**config.mk**
```make
export PLATFORM = sky130hd
export DESIGN_NAME = full_adder
export DESIGN_NICKNAME = d
export VERILOG_FILES = /design/src/rtl/full_adder_pkg.sv /design/src/rtl/full_adder_bit.sv /design/src/rtl/full_adder.sv
export SDC_FILE = /design/constraint.sdc
export NUM_CORES = 1
export LEC_CHECK = 0
export CAP_MARGIN = 0
export CORE_AREA = 2 2 39 41
export DETAILED_ROUTE_END_ITERATION = 8
export DIE_AREA = 0 0 41 43
export HOLD_SLACK_MARGIN = 0.1
export PLACE_DENSITY = 0.39
export SYNTH_ARGS = -nofsm -noshare
export SYNTH_HDL_FRONTEND = slang
export SYNTH_SLANG_ARGS = --single-unit
```
**constraint.sdc**
```tcl
create_clock -name clk -period 0.9 [get_ports clk]
set_clock_uncertainty 0.2 [all_clocks]
set_input_delay 0.18 -clock clk [delete_from_list [all_inputs] [get_ports clk]]
set_output_delay 0.18 -clock clk [all_outputs]
set_load 0.02 [all_outputs]
```
**src/rtl/full_adder_pkg.sv**
```systemverilog
// Shared arithmetic definitions for the adder cells: default slice count and
// the 1-bit full-adder equations.
package full_adder_pkg;

    localparam int ADDER_W = 1;

    function automatic logic fa_sum(input logic a, input logic b, input logic cin);
        return a ^ b ^ cin;
    endfunction

    function automatic logic fa_carry(input logic a, input logic b, input logic cin);
        return (a & b) | (a & cin) | (b & cin);
    endfunction

endpackage

```
**src/rtl/full_adder_bit.sv**
```systemverilog
// Combinational 1-bit full adder: {cout, sum} = a + b + cin.
module full_adder_bit
    import full_adder_pkg::*;
(
    input  logic a,
    input  logic b,
    input  logic cin,
    output logic sum,
    output logic cout
);

    assign sum  = fa_sum(a, b, cin);
    assign cout = fa_carry(a, b, cin);

endmodule

```
**src/rtl/full_adder.sv**
```systemverilog
// WIDTH independent full adders (3:2 carry-save compressor) with an optional
// output register. Slices share no carry; chaining is left to the parent.
module full_adder
    import full_adder_pkg::*;
#(
    parameter int WIDTH   = ADDER_W,
    parameter bit REG_OUT = 1'b1
) (
    input  logic             clk,
    input  logic             rst_n,
    input  logic             in_valid,
    input  logic [WIDTH-1:0] a,
    input  logic [WIDTH-1:0] b,
    input  logic [WIDTH-1:0] cin,
    output logic             out_valid,
    output logic [WIDTH-1:0] sum,
    output logic [WIDTH-1:0] cout
);

    logic [WIDTH-1:0] sum_c;
    logic [WIDTH-1:0] cout_c;

    for (genvar i = 0; i < WIDTH; i++) begin : g_bit
        full_adder_bit u_bit (
            .a    (a[i]),
            .b    (b[i]),
            .cin  (cin[i]),
            .sum  (sum_c[i]),
            .cout (cout_c[i])
        );
    end

    // Handshake: valid-only. A result is taken when in_valid is high at the
    // capture point; out_valid marks the cycle it is presented. No ready.
    if (REG_OUT) begin : g_reg
        // sum/cout hold while idle; consumers ignore them when out_valid is 0.
        always_ff @(posedge clk or negedge rst_n) begin
            if (!rst_n) begin
                out_valid <= 1'b0;
                sum       <= '0;
                cout      <= '0;
            end else begin
                out_valid <= in_valid;
                if (in_valid) begin
                    sum  <= sum_c;
                    cout <= cout_c;
                end
            end
        end
    end else begin : g_comb
        logic unused_clk_rst;
        assign unused_clk_rst = clk ^ rst_n;
        assign out_valid      = in_valid;
        assign sum            = sum_c;
        assign cout           = cout_c;
    end

endmodule

```
==> results.cfg <==
[run_status]
status = finished, violations left
failed_checks = hold timing, setup timing

[timing]
drv_slew = 0
hold_slack_ps = -58.3
hold_viol = 3
slew_headroom = 0.891
period_share = 1.25
period_minus_slack_ps = 1130
tightest_slew_ps = 163
setup_viol = 5
setup_slack_ps = -228
clock.fmax_mhz = 886
rsz0062_at_grt = yes

[global_routing]
grt_pass1_vias = 128
gr-total-overflow = 0
grt_antenna_before_repair = 0
grt_pass1_wl_um = 538
track_usage = 0.0585
grt_max_degree = 4

[setup_path]
worstSetupEndpointType = output port
cp_cell_sequence = buf_6
required_ps = 520
critPathMaxStageDelay_ps = 380
crit_type = register to output port
crit_family = flip-flops
cp.arrival_ps = 750
cp_slowest_cell = dfrtp_1
path_max_fanout = 2
startpoint_type = register
crit_buf_inv = 1

[route]
avgViaCountPerCell = 3.06
drc = 0
routed_wl_um = 324
ant_nets = 0
wire_per_inst_um = 9.00
vias = 110
initialDrtViolationCount = 2
first_pass_iters = 2

[placed_design]
port_buffers = 8
gp_congestion = 0.585

[pwr]
power_density_nw_per_um2 = 2060
power_frac_seq = 0.311
swShare = 0.240
totalPowerFinal_w = 0.000529
power.share.clock = 0.434
leakagePower_nw = 0.122
ir_worst_vdd_uv = 574
p_switching_w = 0.000127
combPwrFrac = 0.255
intPower_w = 0.000402

[clock_tree]
clk_latency_ps = 230
cts.sinks = 3
h-tree-depth = 1
clockBufferDepth = 2
path_clk_slew_ps = 40
cts_root_buffer = clkbuf_4
cts_inserted_buffers = 3
cts_tree = done

[logic_synthesis]
syn_avg_cell_area_um2 = 19.6
synth.largest_area_cell = dfrtp_1
synth.top_cell.area_share = 0.638
syn_inst = 6
synth_area_leaders = dfrtp_1 (64%), mux2_2 (19%), fa_1 (17%)
yosys_warnings = 0
syn_area_um2 = 118
synth_seq_area_share = 0.638
ys_seq_elements = 3
synth_nets = 13
ys_types = 3

[flow_run]
drv_cap = 0

[min_path]
hold_class = input port to asynchronous set/reset pin

[die]
rows = 14
io_pins = 9
start_util = 0.0850
die_h_um = 43
fp.dieArea_um2 = 1760
core_area_um2 = 1380
die_w_um = 41

[layout]
drive_gt1_frac = 0.700
layout.nets = 28
antennaDiodeCount = 0
syn_to_final_growth_pct = 118
mostFrequentLayoutCells = clkbuf_4 (3), dfrtp_1 (3), buf_2 (3), buf_6 (3)
## metal layers
metal  global-route usage  wire [um]  up-vias
li1                     -          -       48
met1               0.0456        134       51
met2               0.0719        127        9
met3               0.0628         57        2
met4               0.0600          5        0
met5                    0          0        -
## kinds of logic after synthesis
family	synth area share
DFF	0.638
adders and majority gates	0.170
muxes	0.191
## per-stage QoR
stage | setup TNS [ps] | instance area [um^2] | cells | worst slack [ps] | utilization
2_1_floorplan | -487 | 124 | 6 | -286 | -
3_3_place_gp | -2750 | 231 | 31 | -788 | 0.167
3_5_place_dp | -2820 | 231 | 31 | -815 | 0.167
4_1_cts | -1070 | 256 | 36 | -239 | 0.185
5_1_grt | -1190 | 256 | 36 | -268 | 0.185
6_report | -1040 | 256 | 36 | -228 | 0.185
## worst paths after layout
check / start / to / slack, ps / cells past startpoint
min in group clk: in_valid / out_valid / 90 / 1
worst max-delay path: cout / cout / -230 / 1
worst max register to register: sum / sum / -200 / 2
worst min register to register: cout / cout / 420 / 2
max in group asynchronous: rst_n / sum / 410 / 1
worst min-delay path: rst_n / out_valid / -60 / 1
## synthesized netlist by cell type
cell type,count
fa_1,1
mux2_2,2
dfrtp_1,3
## sequential cells by signal (all words and copies together) (netlist names)
register,count
sum,1
cout,1
out_valid,1
## power by group through the flow
stage	Clock (W)	Combinational (W)	Sequential (W)
finish	0.000230	0.000135	0.000164
global placement	0	0.000115	0.000163
CTS	0.000247	0.000137	0.000164
global route	0.000264	0.000147	0.000167
detailed placement	0	0.000120	0.000164
floorplan	0	0.0000217	0.000184
## layout make-up
class / instances / area, um^2
tap: 16 / 20.0
fill: 157 / 1130
multi-input combinational: 3 / 52.6
timing repair buffer: 10 / 82.6
sequential: 3 / 75.1
clock buffer: 4 / 26.3
## worst register-to-register path, delay by kind of cell, from the launching register on
family	cells	cell delay [ps]
buffers and inverters	1	140
flip-flops	1	380
multiplexers	1	260
## what timing repair did
action | CTS | global route
resized for setup | 32 | 0
pin swaps | 1 | 0
endpoints found under the setup margin | 5 | 5
hold endpoints to repair | 4 | 4
buffers inserted | 1 | 0
(Power assumes the default switching activity.)
